### config.mk
export PLATFORM = sky130hd
export DESIGN_NAME = eth_dma_rx_mq
export DESIGN_NICKNAME = d
export VERILOG_FILES = /design/src/rtl/eth_dma_rx_mq.sv
export SDC_FILE = /design/constraint.sdc
export NUM_CORES = 1
export LEC_CHECK = 0
export ABC_AREA = 0
export CAP_MARGIN = 0
export CORE_MARGIN = 8
export CORE_UTILIZATION = 51
export CTS_CLUSTER_SIZE = 40
export DETAILED_ROUTE_END_ITERATION = 16
export GPL_ROUTABILITY_DRIVEN = 0
export PLACE_DENSITY = 0.8
export SYNTH_ARGS = -nofsm -noshare
export SYNTH_HDL_FRONTEND = slang
export SYNTH_SLANG_ARGS = --single-unit
### constraint.sdc
create_clock -name clk -period 6.15 [get_ports clk]
set_input_delay 1.23 -clock clk [delete_from_list [all_inputs] [get_ports clk]]
set_output_delay 1.23 -clock clk [all_outputs]
set_load 0.03 [all_outputs]
### src/rtl/eth_dma_rx_mq.sv
// Multi-queue receive DMA: steers each non-stallable MAC frame into a fixed-size slot
// of a per-queue buffer ring, posts completions, and counts dropped/discarded frames.
module eth_dma_rx_mq #(
    parameter int unsigned DW       = 32,
    parameter int unsigned NQ       = 4,
    parameter int unsigned NSLOT    = 8,
    parameter int unsigned MAXW     = 384,
    parameter int unsigned QSEL_LSB = 0
) (
    input  logic                                          clk,
    input  logic                                          reset,
    input  logic                                          in_valid,
    input  logic [DW-1:0]                                 in_data,
    input  logic                                          in_sof,
    input  logic                                          in_eof,
    input  logic                                          in_err,
    output logic                                          mem_we,
    output logic [$clog2(NQ)+$clog2(NSLOT)+$clog2(MAXW)-1:0] mem_addr,
    output logic [DW-1:0]                                 mem_wdata,
    output logic                                          cmpl_valid,
    output logic [$clog2(NQ)-1:0]                         cmpl_queue,
    output logic [$clog2(NSLOT)-1:0]                      cmpl_slot,
    output logic [$clog2(MAXW+1)-1:0]                     cmpl_len,
    input  logic                                          rel_valid,
    input  logic [$clog2(NQ)-1:0]                         rel_queue,
    output logic [NQ-1:0]                                 q_full,
    output logic [15:0]                                   drop_cnt,
    output logic [15:0]                                   err_cnt,
    output logic                                          rel_err
);
    localparam int unsigned QW = $clog2(NQ);
    localparam int unsigned SW = $clog2(NSLOT);
    localparam int unsigned OW = $clog2(MAXW);
    localparam int unsigned LW = $clog2(MAXW + 1);
    localparam int unsigned CW = SW + 1;
    localparam int unsigned AW = QW + SW + OW;

    typedef enum logic [1:0] {IDLE, RECV, DROP} state_t;

    state_t          state, state_n;
    logic [QW-1:0]   cur_q, cur_q_n;
    logic [SW-1:0]   cur_slot, cur_slot_n;
    logic [LW-1:0]   len, len_n;
    logic [SW-1:0]   wr_ptr   [NQ];
    logic [SW-1:0]   wr_ptr_n [NQ];
    logic [CW-1:0]   count    [NQ];
    logic [CW-1:0]   count_n  [NQ];

    logic [QW-1:0]   sel_q_c;
    logic            rel_ok_c;
    logic            sel_full_c;
    logic            wr_c;
    logic [AW-1:0]   waddr_c;
    logic            commit_c;
    logic [1:0]      err_inc_c;
    logic            drop_inc_c;
    logic [16:0]     err_sum_c;
    logic [16:0]     drop_sum_c;

    // Frame steering, word placement and commit/discard decisions for this cycle
    always_comb begin
        state_n    = state;
        cur_q_n    = cur_q;
        cur_slot_n = cur_slot;
        len_n      = len;
        wr_c       = 1'b0;
        waddr_c    = '0;
        commit_c   = 1'b0;
        err_inc_c  = 2'd0;
        drop_inc_c = 1'b0;
        sel_q_c    = in_data[QSEL_LSB +: QW];
        rel_ok_c   = rel_valid && (count[rel_queue] != CW'(0));
        // A same-cycle release frees a slot before the full check
        sel_full_c = (count[sel_q_c] == CW'(NSLOT)) && !(rel_ok_c && (rel_queue == sel_q_c));

        if (in_valid) begin
            if (in_sof) begin
                if (state == RECV) begin
                    err_inc_c = 2'd1;
                end
                if (sel_full_c) begin
                    drop_inc_c = 1'b1;
                    state_n    = in_eof ? IDLE : DROP;
                end else begin
                    cur_q_n    = sel_q_c;
                    cur_slot_n = wr_ptr[sel_q_c];
                    len_n      = LW'(1);
                    wr_c       = 1'b1;
                    waddr_c    = {sel_q_c, wr_ptr[sel_q_c], OW'(0)};
                    if (in_eof) begin
                        state_n = IDLE;
                        if (in_err) begin
                            err_inc_c = err_inc_c + 2'd1;
                        end else begin
                            commit_c = 1'b1;
                        end
                    end else begin
                        state_n = RECV;
                    end
                end
            end else if (state == RECV) begin
                if (len == LW'(MAXW)) begin
                    err_inc_c = 2'd1;
                    state_n   = in_eof ? IDLE : DROP;
                end else begin
                    wr_c    = 1'b1;
                    waddr_c = {cur_q, cur_slot, len[OW-1:0]};
                    len_n   = len + LW'(1);
                    if (in_eof) begin
                        state_n = IDLE;
                        if (in_err) begin
                            err_inc_c = 2'd1;
                        end else begin
                            commit_c = 1'b1;
                        end
                    end
                end
            end else if ((state == DROP) && in_eof) begin
                state_n = IDLE;
            end
        end

        for (int i = 0; i < NQ; i++) begin
            count_n[i]  = count[i];
            wr_ptr_n[i] = wr_ptr[i];
            if (commit_c && (cur_q_n == QW'(i))) begin
                wr_ptr_n[i] = wr_ptr[i] + SW'(1);
                if (!(rel_ok_c && (rel_queue == QW'(i)))) begin
                    count_n[i] = count[i] + CW'(1);
                end
            end else if (rel_ok_c && (rel_queue == QW'(i))) begin
                count_n[i] = count[i] - CW'(1);
            end
        end

        err_sum_c  = {1'b0, err_cnt} + 17'(err_inc_c);
        drop_sum_c = {1'b0, drop_cnt} + 17'(drop_inc_c);
    end

    always_ff @(posedge clk) begin
        if (reset) begin
            state      <= IDLE;
            cur_q      <= '0;
            cur_slot   <= '0;
            len        <= '0;
            mem_we     <= 1'b0;
            mem_addr   <= '0;
            mem_wdata  <= '0;
            cmpl_valid <= 1'b0;
            cmpl_queue <= '0;
            cmpl_slot  <= '0;
            cmpl_len   <= '0;
            q_full     <= '0;
            drop_cnt   <= '0;
            err_cnt    <= '0;
            rel_err    <= 1'b0;
            for (int i = 0; i < NQ; i++) begin
                wr_ptr[i] <= '0;
                count[i]  <= '0;
            end
        end else begin
            state      <= state_n;
            cur_q      <= cur_q_n;
            cur_slot   <= cur_slot_n;
            len        <= len_n;
            mem_we     <= wr_c;
            mem_addr   <= waddr_c;
            if (wr_c) begin
                mem_wdata <= in_data;
            end
            cmpl_valid <= commit_c;
            if (commit_c) begin
                cmpl_queue <= cur_q_n;
                cmpl_slot  <= cur_slot_n;
                cmpl_len   <= len_n;
            end
            for (int i = 0; i < NQ; i++) begin
                wr_ptr[i] <= wr_ptr_n[i];
                count[i]  <= count_n[i];
                q_full[i] <= (count_n[i] == CW'(NSLOT));
            end
            drop_cnt <= drop_sum_c[16] ? 16'hFFFF : drop_sum_c[15:0];
            err_cnt  <= err_sum_c[16] ? 16'hFFFF : err_sum_c[15:0];
            if (rel_valid && (count[rel_queue] == CW'(0))) begin
                rel_err <= 1'b1;
            end
        end
    end
endmodule

==> tab_implementation.tex <==
\begin{tabular}{lr}
\hline
Metric & Value \\
\hline
\multicolumn{2}{l}{\textbf{Outcome}} \\
\quad Status & finished clean \\
\multicolumn{2}{l}{\textbf{Clock tree}} \\
\quad Level count of the clock H-tree & 4 \\
\quad Clock network latency to the later pin of the worst-skew pair & 420 ps \\
\quad CTS resizes & 0 \\
\quad Buffer count from post-CTS setup fixing & 0 \\
\quad Clock input transition at the sequential cells of the worst setup and hold paths & 60 ps \\
\quad Sink count of the clock tree & 143 \\
\quad Master cell of the clock root buffer & sky130\_fd\_sc\_hd\_\_clkbuf\_16 \\
\quad TritonCTS clock tree & built \\
\quad Post-cts hold buffer count & 0 \\
\quad Number of buffers on the longest clock path & 2 \\
\quad TritonCTS buffer count & 17 \\
\multicolumn{2}{l}{\textbf{STA}} \\
\quad Final count of hold timing violations & 0 \\
\quad Worst slack on hold paths & 448 ps \\
\quad Minimum clock period & 5210 ps \\
\quad Final period util & 84.7\% \\
\quad Sum Neg Setup Slack & 0 ps \\
\quad Final setup violation count & 0 \\
\quad Achievable Freq & 192 MHz \\
\quad Unrepaired setup endpoints after global routing & false \\
\quad Final setup slack of the worst path & 943 ps \\
\quad Final Skew & 10.2 ps \\
\quad Final number of max-transition violations & 0 \\
\quad Relative slew slack & 40.6\% \\
\quad Worst-margin pin slew & 891 ps \\
\multicolumn{2}{l}{\textbf{Routing}} \\
\quad Remaining number of nets flagged by the antenna check after routing & 0 \\
\quad Number of vias after detailed routing & 5695 \\
\quad Initial drt markers & 435 \\
\quad DR pass1 iterations & 4 \\
\quad Residual DRC & 0 \\
\quad Total length of routed wires & 16.0 mm \\
\quad Routed len/inst & 14.8 um \\
\quad Via density & 5.27 \\
\multicolumn{2}{l}{\textbf{Layout}} \\
\quad Share of post-route cells with drive strength above 1 & 6.71\% \\
\quad Fin util & 68.3\% \\
\quad Flip-flop and latch area & 2860 um\^{}2 \\
\quad ANT cells & 0 \\
\quad Area added between synthesis and finish & 32.0\% \\
\quad Number of fill cells & 1035 \\
\quad Nets & 957 \\
\quad Non-filler instance count after layout & 1081 \\
\quad Multi-input gate area & 3360 um\^{}2 \\
\quad Final Cell Area & 8540 um\^{}2 \\
\multicolumn{2}{l}{\textbf{Hold path}} \\
\quad Type of the most critical hold path & flop to flop \\
\multicolumn{2}{l}{\textbf{Global routing}} \\
\quad Antenna violations before repair & 0 \\
\quad GRT Overall Usage & 19.4\% \\
\quad Global-route wire length before repair & 26.2 mm \\
\quad GR Overflow Total & 0 \\
\quad Via count of the first global-routing pass & 5414 \\
\quad Pin count of the biggest net entering global routing & 72 \\
\multicolumn{2}{l}{\textbf{Run}} \\
\quad Number of max-capacitance violations reported & 0 \\
\multicolumn{2}{l}{\textbf{Floorplan}} \\
\quad Die Footprint & 16600 um\^{}2 \\
\quad Die W & 129 um \\
\quad Vert. Die Dim & 129 um \\
\quad Floorplan core area & 12500 um\^{}2 \\
\quad Cell Rows & 41 \\
\quad Starting utilization of the core area & 51.7\% \\
\quad Number of top-level pins & 140 \\
\multicolumn{2}{l}{\textbf{Worst setup path}} \\
\quad Endpoint arrival time on the critical path & 5560 ps \\
\quad Data required, critical path & 6500 ps \\
\quad CP Cell Sequence & clkdlybuf4s50\_1 > or3b\_2 > a2bb2oi\_1 > and3\_1 > or2\_1 > a21oi\_1 > a31oi\_1 > a21oi\_1 > ha\_1 > inv\_1 > fa\_1 > nor2\_1 > and3\_1 > and4\_1 > and3\_1 > nand4\_1 > buf\_4 > o21a\_1 > nor2\_1 \\
\quad CP endpoint kind & flop \\
\quad Cell with the biggest individual delay on the critical path & sky130\_fd\_sc\_hd\_\_clkdlybuf4s50\_1 \\
\quad Nature of the critical path startpoint & input port \\
\quad Crit Path Category & input port to flop \\
\quad Critical path buffers and inverters & 3 \\
\quad Delay contributed by the slowest stage of the critical path & 590 ps \\
\quad Maximum fanout encountered on the critical timing path & 13 \\
\quad Library cell appearing most often on the critical path & sky130\_fd\_sc\_hd\_\_and3\_1 \\
\quad Delay-heaviest family, CP & simple AND/OR/NAND/NOR gates \\
\multicolumn{2}{l}{\textbf{Power}} \\
\quad Pwr per Cell Area & 259 nW/um\^{}2 \\
\quad Lkg Pwr & 3.08 nW \\
\quad Overall power & 2.21 mW \\
\quad Worst VDD drop & 229 uV \\
\multicolumn{2}{l}{\textbf{Placement}} \\
\quad Port Buffers & 139 \\
\quad Worst setup timing slack at the placement stage & 624 ps \\
\quad Cell Area, Placed & 7990 um\^{}2 \\
\quad Number of placed instances with taps included & 1049 \\
\quad HPWL Detailed & 11.3 mm \\
\multicolumn{2}{l}{\textbf{Synthesis}} \\
\quad Proportion of register bits with asynchronous set or reset after synthesis & 0\% \\
\quad Cell area after technology mapping & 6470 um\^{}2 \\
\quad Instance count of the mapped netlist & 771 \\
\quad Part of the Yosys area used for sequential elements & 44.2\% \\
\quad Post-synth net total & 832 \\
\quad Average size of a mapped cell & 8.40 um\^{}2 \\
\quad Number of warnings issued by yosys & 0 \\
\quad Most used flip-flop cell after synthesis & sky130\_fd\_sc\_hd\_\_dfxtp\_1 \\
\quad Number of synthesized flops with an enable pin & 0 \\
\quad Flip-flop and latch count after synthesis & 143 \\
\quad Number of unique standard cell types used by synthesis & 59 \\
\hline
\end{tabular}
-- cell usage after synthesis, drive strengths merged (2+ instances only) --
cell     count  area [um^2]
mux2i       15          150
a2bb2oi      2         17.5
a41oi        3         26.3
mux4         3         67.6
nand2      115          432
a31oi        3         18.8
dfxtp      143         2860
a21oi       90          450
nor2b        5         31.3
nor3b        6         45.0
or3         10         67.6
and4         4         35.0
a21o         2         15.0
and3        16          100
o21a         5         45.0
o21ai       18         97.6
nor2        85          319
maj3         2         20.0
xnor2       28          245
nor3        18         90.1
a211oi      17          128
a22oi        2         15.0
o22ai        3         18.8
o311a        2         20.0
clkbuf      38          143
nor4         4         25.0
ha          19          238
inv         21         78.8
nand2b       4         25.0
nand4        9         56.3
or2          4         27.5
buf          6         28.8
nand4b       2         17.5
a221oi       2         17.5
xor2        14          123
and2        14         87.6
or3b         2         17.5
and4b        2         20.0
nand3       17         85.1
a311oi       4         35.0
-- final timing paths --
kind                             start                   endpoint  slack [ps]  depth (start not counted)
max                       rel_queue[1]      err_cnt[8]$_SDFF_PP0_         940                         19
min          mem_wdata[2]$_SDFFE_PP0P_  mem_wdata[2]$_SDFFE_PP0P_         450                          2
max reg2reg     count[1][0]$_SDFF_PP0_      err_cnt[8]$_SDFF_PP0_        1900                         18
min reg2reg  mem_wdata[2]$_SDFFE_PP0P_  mem_wdata[2]$_SDFFE_PP0P_         450                          2
-- tightest hold or removal path: stages, from the launching register on --
cell	delay, ps
sky130_fd_sc_hd__dfxtp_1	310
sky130_fd_sc_hd__nand2_1	50
sky130_fd_sc_hd__a21oi_1	50
-- power by group --
part | internal [mW] | switching, mW | total [mW] | leakage (nW)
sequential | 0.955 | 0.0293 | 0.985 | 1.16
clock | 0.527 | 0.428 | 0.954 | 0.249
combinational | 0.117 | 0.157 | 0.274 | 1.67
-- layout by cell type, fill, tap and decap left out, types with 3 or more instances in the layout --
cell / count
sky130_fd_sc_hd__clkinvlp_4: 7
sky130_fd_sc_hd__a211oi_1: 17
sky130_fd_sc_hd__clkdlybuf4s50_1: 138
sky130_fd_sc_hd__o21a_1: 4
sky130_fd_sc_hd__buf_4: 12
sky130_fd_sc_hd__o22ai_1: 3
sky130_fd_sc_hd__dfxtp_1: 143
sky130_fd_sc_hd__nand2_1: 115
sky130_fd_sc_hd__ha_1: 19
sky130_fd_sc_hd__a31oi_1: 3
sky130_fd_sc_hd__or3_1: 9
sky130_fd_sc_hd__nor4_1: 4
sky130_fd_sc_hd__a41oi_1: 3
sky130_fd_sc_hd__nand2b_1: 4
sky130_fd_sc_hd__a311oi_1: 4
sky130_fd_sc_hd__o21ai_1: 5
sky130_fd_sc_hd__mux4_2: 3
sky130_fd_sc_hd__and3_1: 16
sky130_fd_sc_hd__mux2i_1: 15
sky130_fd_sc_hd__xnor2_1: 28
sky130_fd_sc_hd__nand3_1: 17
sky130_fd_sc_hd__a21oi_1: 90
sky130_fd_sc_hd__nor3b_1: 6
sky130_fd_sc_hd__nor2b_1: 5
sky130_fd_sc_hd__xor2_1: 14
sky130_fd_sc_hd__and2_1: 14
sky130_fd_sc_hd__and4_1: 4
sky130_fd_sc_hd__clkbuf_16: 17
sky130_fd_sc_hd__o21ai_0: 11
sky130_fd_sc_hd__inv_6: 5
sky130_fd_sc_hd__nor2_1: 84
sky130_fd_sc_hd__nand4_1: 9
sky130_fd_sc_hd__inv_1: 21
sky130_fd_sc_hd__nor3_1: 18
-- cell type report --
class	count	share of cell area, %
multi-input cells	563	39.4
well taps	172	2.52
clock buffers	17	4.98
flip-flops and latches	143	33.5
clock inverters	15	1.49
repair buffers	150	17.2
inverters	21	0.923
-- routing by layer --
metal  up-vias  routed length (um)  part of all wire (%)  global-route usage [%]
met3        14                1030                   6.5                    6.21
met2       119                7870                    49                    33.3
met5         -                   0                     0                       0
li1       2916                   -                     -                       -
met1      2646                6910                    43                    22.6
met4         0                 172                   1.1                    5.67
-- logic make-up after synthesis --
kind of cell    share of synthesized area, %
simple gates                            23.7
compound gates                          14.9
flops                                   44.2
buf+inv                                 3.87
xor+xnor                                5.68
fa+ha+maj                               4.29
mux                                     3.36
-- state kept, by name, summed over array words and instances, names as in the netlist, 3 cells and up --
name and cells:
cmpl_len 9, mem_wdata 32, mem_addr 14, len 9, cmpl_slot 3, q_full 4, count 16, drop_cnt 16
err_cnt 16, wr_ptr 12, cur_slot 3
Power figures use the tool's default switching activity.
